$ cat config.mk
export PLATFORM = sky130hd
export DESIGN_NAME = uart_rx_os_flat
export DESIGN_NICKNAME = d
export VERILOG_FILES = /design/src/rtl/uart_rx_os_if.sv /design/src/rtl/uart_rx_os.sv /design/src/flat_wrapper.sv
export SDC_FILE = /design/constraint.sdc
export NUM_CORES = 1
export LEC_CHECK = 0
export BUFFER_PORTS_ARGS = -buffer_cell sky130_fd_sc_hd__clkbuf_2
export CAP_MARGIN = 20
export CORE_MARGIN = 4
export CORE_UTILIZATION = 52
export DETAILED_ROUTE_END_ITERATION = 6
export GPL_ROUTABILITY_DRIVEN = 0
export PLACE_DENSITY = 0.68
export SLEW_MARGIN = 20
export SYNTH_ARGS = -nofsm -noshare
export SYNTH_HDL_FRONTEND = slang
export SYNTH_SLANG_ARGS = --single-unit
$ cat constraint.sdc
create_clock -name i_clk -period 2.47 [get_ports i_clk]
set_input_delay 0.1235 -clock i_clk [delete_from_list [all_inputs] [get_ports i_clk]]
set_output_delay 0.1235 -clock i_clk [all_outputs]
set_load 0.01 [all_outputs]
$ cat src/rtl/uart_rx_os_if.sv
// Consumer-side handshake bundle for the oversampling UART receiver.
// The receiver owns the slave modport; the consumer of received bytes owns master.
interface uart_rx_os_if;
    logic       i_ack;
    logic [7:0] o_data;
    logic       o_valid;
    logic       o_frame_err;
    logic       o_overrun;
    logic       o_busy;

    modport master (
        output i_ack,
        input  o_data, o_valid, o_frame_err, o_overrun, o_busy
    );

    modport slave (
        input  i_ack,
        output o_data, o_valid, o_frame_err, o_overrun, o_busy
    );
endinterface

$ cat src/rtl/uart_rx_os.sv
// 8N1 oversampling UART receiver: two-flop synchroniser, mid-bit sampling FSM,
// and a holding register with valid/ack handshake plus frame-error and overrun pulses.
module uart_rx_os #(
    parameter int unsigned CLKS_PER_BIT = 16,
    parameter int unsigned CNT_W        = 16
) (
    input  logic            i_clk,
    input  logic            i_reset,
    input  logic            i_rxd,
    uart_rx_os_if.slave     bus
);

    localparam logic [CNT_W-1:0] HALF_C = CNT_W'(CLKS_PER_BIT / 2 - 1);
    localparam logic [CNT_W-1:0] FULL_C = CNT_W'(CLKS_PER_BIT - 1);

    typedef enum logic [2:0] {
        S_IDLE,
        S_START,
        S_DATA,
        S_STOP,
        S_WAIT_IDLE
    } state_t;

    state_t           state, state_nxt;
    logic [CNT_W-1:0] cnt, cnt_nxt;
    logic [2:0]       bit_idx, bit_idx_nxt;
    logic [7:0]       shreg, shreg_nxt;
    logic             sync1, rxd_s;
    logic             load_c, ferr_c;
    logic             load_pend, ferr_pend;

    // Synchroniser, state and bit-timing registers.
    always_ff @(posedge i_clk) begin
        if (!i_reset) begin
            sync1   <= 1'b1;
            rxd_s   <= 1'b1;
            state   <= S_IDLE;
            cnt     <= '0;
            bit_idx <= '0;
            shreg   <= '0;
        end else begin
            sync1   <= i_rxd;
            rxd_s   <= sync1;
            state   <= state_nxt;
            cnt     <= cnt_nxt;
            bit_idx <= bit_idx_nxt;
            shreg   <= shreg_nxt;
        end
    end

    // Next-state and sample strobes; load_c/ferr_c fire on the stop-bit sample.
    always_comb begin
        state_nxt   = state;
        cnt_nxt     = cnt;
        bit_idx_nxt = bit_idx;
        shreg_nxt   = shreg;
        load_c      = 1'b0;
        ferr_c      = 1'b0;
        case (state)
            S_IDLE: begin
                if (!rxd_s) begin
                    state_nxt = S_START;
                    cnt_nxt   = '0;
                end
            end
            S_START: begin
                cnt_nxt = cnt + CNT_W'(1);
                if (cnt == HALF_C) begin
                    cnt_nxt = '0;
                    if (rxd_s) begin
                        state_nxt = S_IDLE;
                    end else begin
                        state_nxt   = S_DATA;
                        bit_idx_nxt = '0;
                    end
                end
            end
            S_DATA: begin
                cnt_nxt = cnt + CNT_W'(1);
                if (cnt == FULL_C) begin
                    cnt_nxt            = '0;
                    shreg_nxt[bit_idx] = rxd_s;
                    bit_idx_nxt        = bit_idx + 3'd1;
                    if (bit_idx == 3'd7) begin
                        state_nxt = S_STOP;
                    end
                end
            end
            S_STOP: begin
                cnt_nxt = cnt + CNT_W'(1);
                if (cnt == FULL_C) begin
                    cnt_nxt = '0;
                    if (rxd_s) begin
                        state_nxt = S_IDLE;
                        load_c    = 1'b1;
                    end else begin
                        state_nxt = S_WAIT_IDLE;
                        ferr_c    = 1'b1;
                    end
                end
            end
            S_WAIT_IDLE: begin
                if (rxd_s) begin
                    state_nxt = S_IDLE;
                end
            end
            default: begin
                state_nxt = S_IDLE;
                cnt_nxt   = '0;
            end
        endcase
    end

    // Output stage runs one edge behind the state register.
    always_ff @(posedge i_clk) begin
        if (!i_reset) begin
            load_pend       <= 1'b0;
            ferr_pend       <= 1'b0;
            bus.o_data      <= 8'h00;
            bus.o_valid     <= 1'b0;
            bus.o_frame_err <= 1'b0;
            bus.o_overrun   <= 1'b0;
            bus.o_busy      <= 1'b0;
        end else begin
            load_pend       <= load_c;
            ferr_pend       <= ferr_c;
            bus.o_busy      <= (state != S_IDLE);
            bus.o_frame_err <= ferr_pend;
            bus.o_overrun   <= 1'b0;
            if (load_pend) begin
                // A load always wins over a simultaneous ack.
                bus.o_data    <= shreg;
                bus.o_valid   <= 1'b1;
                bus.o_overrun <= bus.o_valid & ~bus.i_ack;
            end else if (bus.o_valid && bus.i_ack) begin
                bus.o_valid <= 1'b0;
            end
        end
    end

endmodule
$ cat src/flat_wrapper.sv
// flat-port wrapper written by rule: the top's interface ports become plain ports
module uart_rx_os_flat 
#(
    parameter int unsigned CLKS_PER_BIT = 16,
    parameter int unsigned CNT_W        = 16
)
  (i_clk, i_reset, i_rxd, bus_i_ack, bus_o_data, bus_o_valid, bus_o_frame_err, bus_o_overrun, bus_o_busy);
  uart_rx_os_if bus_i ();
  input  logic i_clk;
  input  logic i_reset;
  input  logic i_rxd;
  input wire logic [$bits(bus_i.i_ack)-1:0] bus_i_ack;
  output wire logic [$bits(bus_i.o_data)-1:0] bus_o_data;
  output wire logic [$bits(bus_i.o_valid)-1:0] bus_o_valid;
  output wire logic [$bits(bus_i.o_frame_err)-1:0] bus_o_frame_err;
  output wire logic [$bits(bus_i.o_overrun)-1:0] bus_o_overrun;
  output wire logic [$bits(bus_i.o_busy)-1:0] bus_o_busy;
  assign bus_i.i_ack = bus_i_ack;
  assign bus_o_data = bus_i.o_data;
  assign bus_o_valid = bus_i.o_valid;
  assign bus_o_frame_err = bus_i.o_frame_err;
  assign bus_o_overrun = bus_i.o_overrun;
  assign bus_o_busy = bus_i.o_busy;
  uart_rx_os #(.CLKS_PER_BIT(CLKS_PER_BIT), .CNT_W(CNT_W)) u_core (.i_clk(i_clk), .i_reset(i_reset), .i_rxd(i_rxd), .bus(bus_i));
endmodule
# After elaboration in Yosys (flattened, before gate mapping)
# Cells that the tools add are included.
# word_totals
wordCells	71
out_inout_bits	12
inputBits	4
regBits	46
# classes
addsub	2
bitwise_logic	3
mux	24
order_cmp	2
eq_ne	14
n_reduce_logical	13
# op_table
operator	count
$pmux 16 s4	1
$mux 16	3
$mux 3	10
$add 16x1->16 const B	1
$eq 16x3->1 const B	1
$eq 16x4->1 const B	1
$pmux 3 s5	1
$ne 2x1->1 const B	5
$bwmux 8	1
$eq 3x2->1 const B	2
$eq 3x3->1 const B	2
$pmux 3 s2	1
$reduce_and 2->1	3
$reduce_and 6->1	1
$mux 1	5
$lt 3x4->1 const B	1
$ne 2x2->1 const B	2
$reduce_and 4->1	1
$reduce_bool 2->1	2
$add 3x1->3 const B	1
$demux 1 s3	1
$eq 3x1->1 const B	1
$ge 3x1->1 const B	1
$logic_not 3->1	1
7 further kinds	9

# Longest topological paths before layout
# logic_depth
ltp_word	5
mapped_depth	6
mapped_depth_nobuf	6

# Worst setup path after synthesis
# Ideal clock, no wire load.
# synth_timing
path_kind	reg-to-reg
from	register u_core.cnt[12]
to	register u_core.state[1]
path_buffers	1
required_ps	2354
setup_slack_ps	339
path_stages_with_launch	6
setup_ps	116
arrival_ps	2016
period_less_slack_ps	2131
path_cell_list	dfxtp_1 -> or4_4 -> or4_4 -> buf_6 -> a211o_1 -> a31o_1
# synth_between
elab_chain_cells	3
word_cells_on_any_way	6
classes_between	eq/ne (5); reduce/logical (1)
# synth_lines
element	line_no	text
from (decl)	uart_rx_os.sv:25	logic [CNT_W-1:0] cnt, cnt_nxt;
from (signal assigned)	uart_rx_os.sv:45	cnt <= cnt_nxt;
$eq 16x4->1 / $eq 16x3->1 (equally long branches)	uart_rx_os.sv:80, uart_rx_os.sv:91, uart_rx_os.sv:68	
$ne 2x1->1 (no line)	-	
$reduce_and 6->1 (no line) (*)	-	
to (signal assigned)	uart_rx_os.sv:44	state <= state_nxt;
to (decl)	uart_rx_os.sv:24	state_t state, state_nxt;
# Every way passes the cells marked *; elsewhere a longest branch is shown, timed or not.
# A chain may end at the register's enable or synchronous reset.

# Worst setup path after layout
# layout_timing
from	register u_core.cnt[8]
to	register u_core.state[1]
# The elaborated chain is that of the path after synthesis.

==> impl_metrics.env <==
export IMPL_crit_type="reg2reg"
export IMPL_cp_top_family="simple AND/OR/NAND/NOR gates"
export IMPL_overflow=0
export IMPL_critPathMaxFanout=11
export IMPL_cts_tree="built"
export IMPL_wl_um=4730
export IMPL_cts_buffers=5
export IMPL_fin_nets=287
export IMPL_io_buffer_count=15
export IMPL_die_h_um=73.7
export IMPL_p_sw_share_pct=26.5
export IMPL_synth_main_ff_cell="dfxtp_1"
export IMPL_synth_warnings=0
export IMPL_ir_worst_vdd_mv=0.298
export IMPL_postCtsSetupRepairBufs=0
export IMPL_diodes=0
export IMPL_seq_area_frac_synth_pct=41.0
export IMPL_antenna_found_initial=0
export IMPL_min_from="bus_i_ack"
export IMPL_ys_types=42
export IMPL_fmax_mhz=460
export IMPL_die_width_um=73.7
export IMPL_slew_headroom_pct=64.2
export IMPL_worst_path_max_delay_cell="or4_1"
export IMPL_finalHoldViolCount=0
export IMPL_reg2regPathDepth=4
export IMPL_drv_slew=0
export IMPL_finalCriticalPeriod_ns=2.17
export IMPL_hold_path_depth=4
export IMPL_clock_path_buffers=2
export IMPL_hpwl_um=3130
export IMPL_drt_initial_drc_count=193
export IMPL_synth_edf_count=0
export IMPL_grt_usage_pct=19.0
export IMPL_critPathRequiredTime_ns=2.68
export IMPL_hold_path_class="in2reg"
export IMPL_num_vias=1984
export IMPL_critPathMaxStageDelay_ns=0.59
export IMPL_cts_sinks=46
export IMPL_reg2reg_from="u_core.cnt[8]"
export IMPL_dieArea_um2=5430
export IMPL_worst_pin_slew_ns=0.536
export IMPL_clock_skew_ns=0.00907
export IMPL_top_usage_layer="met1"
export IMPL_rsz0062_at_grt="no"
export IMPL_whs_endpoint="u_core.bus.o_valid"
export IMPL_initial_core_util_pct=54.9
export IMPL_clkPwrFrac_pct=34.0
export IMPL_grtUsageMet3_pct=4.79
export IMPL_root_buffer="clkbuf_8"
export IMPL_start_kind="flop"
export IMPL_combPwrFrac_pct=9.3
export IMPL_viasPerCell=5.99
export IMPL_cp_end_kind="flop"
export IMPL_use_met1_pct=29.5
export IMPL_clock_latency_ns=0.30
export IMPL_fin_crit_sh_pct=87.9
export IMPL_cts_max_level=2
export IMPL_power_leakage_nw=0.963
export IMPL_p_int_w=0.000993
export IMPL_status="finished clean"
export IMPL_postRouteAntennaNets=0
export IMPL_grt_start_max_net_pins=22
export IMPL_syn_nets=270
export IMPL_synth_seq_cells=46
export IMPL_finalPower_w=0.00135
export IMPL_ys_async_sr_fraction_pct=0
export IMPL_syn_area_um2=2240
export IMPL_grt_pass1_wl_um=8040
export IMPL_setup_violations_final=0
export IMPL_grt_pass1_vias=1639
export IMPL_clkTransAtPathRegs_ns=0.09
export IMPL_rows=23
export IMPL_cp_data_arrival_time_ns=2.38
export IMPL_r2r_setup_slack_ns=0.30
export IMPL_layout_drive_gt1_share_pct=13.9
export IMPL_area_delta_synth_final_pct=10.9
export IMPL_powerDensity_nw_per_um2=543
export IMPL_remaining_drc_errors=0
export IMPL_switchingPower_w=0.000357
export IMPL_wl_per_cell_um=14.3
export IMPL_postLayoutCoreUtil_pct=60.9
export IMPL_hold_ws_ns=0.0942
export IMPL_finalSetupTns_ns=0
export IMPL_reg2reg_to="u_core.state[1]"
export IMPL_path_buf_inv=0
export IMPL_syn_inst=263
export IMPL_core_area_um2=4090
export IMPL_crit_chain="or4_1 -> or4_4 -> a211o_1 -> a31o_1"
export IMPL_global_route_usage_met2_pct=24.1
export IMPL_maxCapViolCount=0
export IMPL_postSynthAreaPerCell_um2=8.53
export IMPL_pwr_share_seq_pct=56.7
export IMPL_ios=16
export IMPL_firstDrtPassIters=4
-- power by group through the flow --
stage / Sequential, W / Clock, W / Combinational [W]
2_1_floorplan: 0.000775 / 0 / 0.0000876
3_3_place_gp: 0.000782 / 0 / 0.000123
3_5_place_dp: 0.000782 / 0 / 0.000122
4_1_cts: 0.000764 / 0.000476 / 0.000124
5_1_grt: 0.000767 / 0.000496 / 0.000137
6_report: 0.000765 / 0.000459 / 0.000126
-- kinds of logic after synthesis --
kind of cell,synth area share (%)
flops,41.0
fa+ha+maj,1.67
mux,8.03
compound gates,11.4
buf+inv,3.74
xor+xnor,0.781
simple gates,33.3
-- registers in the layout, summed over array words and instances (netlist names) --
| register | cells |
|---|---|
| u_core.bus.o_frame_err | 1 |
| u_core.rxd_s | 1 |
| u_core.bit_idx | 3 |
| u_core.bus.o_overrun | 1 |
| u_core.cnt | 16 |
| u_core.sync1 | 1 |
| u_core.ferr_pend | 1 |
| u_core.state | 3 |
| u_core.bus.o_busy | 1 |
| u_core.shreg | 8 |
| u_core.load_pend | 1 |
| u_core.bus.o_valid | 1 |
| u_core.bus.o_data | 8 |
-- Yosys cell counts (6+ instances only) --
cell | n | area, um^2
clkbuf_1 | 13 | 48.8
o21ai_0 | 6 | 30.0
nor2_1 | 24 | 90.1
nand4_1 | 11 | 68.8
dfxtp_1 | 46 | 921
mux2i_1 | 18 | 180
nor4_1 | 8 | 50.1
nand4b_1 | 9 | 78.8
nand2_1 | 31 | 116
nand3_1 | 19 | 95.1
a21oi_1 | 6 | 30.0
-- per-stage QoR --
stage                     instances  cell area, um^2  worst slack [ns]
final                           331             2490             0.298
after global routing            331             2490             0.236
after CTS                       331             2490             0.318
after detailed placement        322             2390             0.332
after global placement          322             2390             0.349
after floorplan                 263             2240             0.339
-- worst max path at each step --
stage                               from  depth (start not counted)  slack (ns)              end
after detailed placement   u_core.cnt[8]                          4        0.33  u_core.state[1]
after floorplan           u_core.cnt[12]                          5        0.34  u_core.state[1]
after CTS                  u_core.cnt[8]                          4        0.32  u_core.state[1]
final                      u_core.cnt[8]                          4        0.30  u_core.state[1]
after global placement     u_core.cnt[4]                          4        0.35  u_core.state[1]
after global routing       u_core.cnt[8]                          4        0.24  u_core.state[0]
-- layout by cell type (no fill, tap or decap), types with 2 or more instances in the layout --
cell type,netlist,routed
o21bai_1,2,2
a211o_1,2,2
nand3_1,19,19
inv_1,2,2
or3_1,5,5
mux2i_1,18,18
clkbuf_8,0,5
nand4_1,11,11
a21oi_1,6,6
and3_1,4,4
nand4b_1,9,9
xnor2_1,2,2
nand2_1,31,31
nor2b_1,4,4
clkbuf_2,1,15
buf_4,0,11
and2_1,2,2
nor4_1,8,8
or4_4,3,3
o2111ai_1,2,2
a21o_1,2,2
o31ai_1,4,4
ha_1,3,3
or3b_2,2,2
dfxtp_1,46,46
o211ai_1,5,5
nor3_1,5,5
or4_1,2,2
nand2b_1,5,5
nand3b_1,3,3
o21ai_0,6,6
nor2_1,24,24
-- metal layers --
metal  part of all wire (%)  routed length, um  vias to the layer above
met3                    6.3                297                       11
met2                     40               1910                       52
met1                     51               2430                      916
met4                    2.0                 93                        0
li1                       -                  -                     1005
met5                      0                  0                        -
-- final cells by class --
class / instances / area [um^2]
repair buffers: 27 / 168
well taps: 50 / 62.6
fillers: 383 / 1600
flip-flops and latches: 46 / 921
inverters: 3 / 11.3
clock buffers: 6 / 72.6
multi-input cells: 197 / 1240
clock inverters: 2 / 13.8
-- tightest hold or removal path, stage by stage --
cell and delay (ns):
clkbuf_2 0.08, nor2b_1 0.05, nor2_1 0.08, nor2_1 0.04
-- timing repair --
action,CTS,global route
hold buffers,1,0
gates resized for setup,0,0
hold endpoints to repair,1,0
Note: power is estimated with default switching activity, not from simulation.
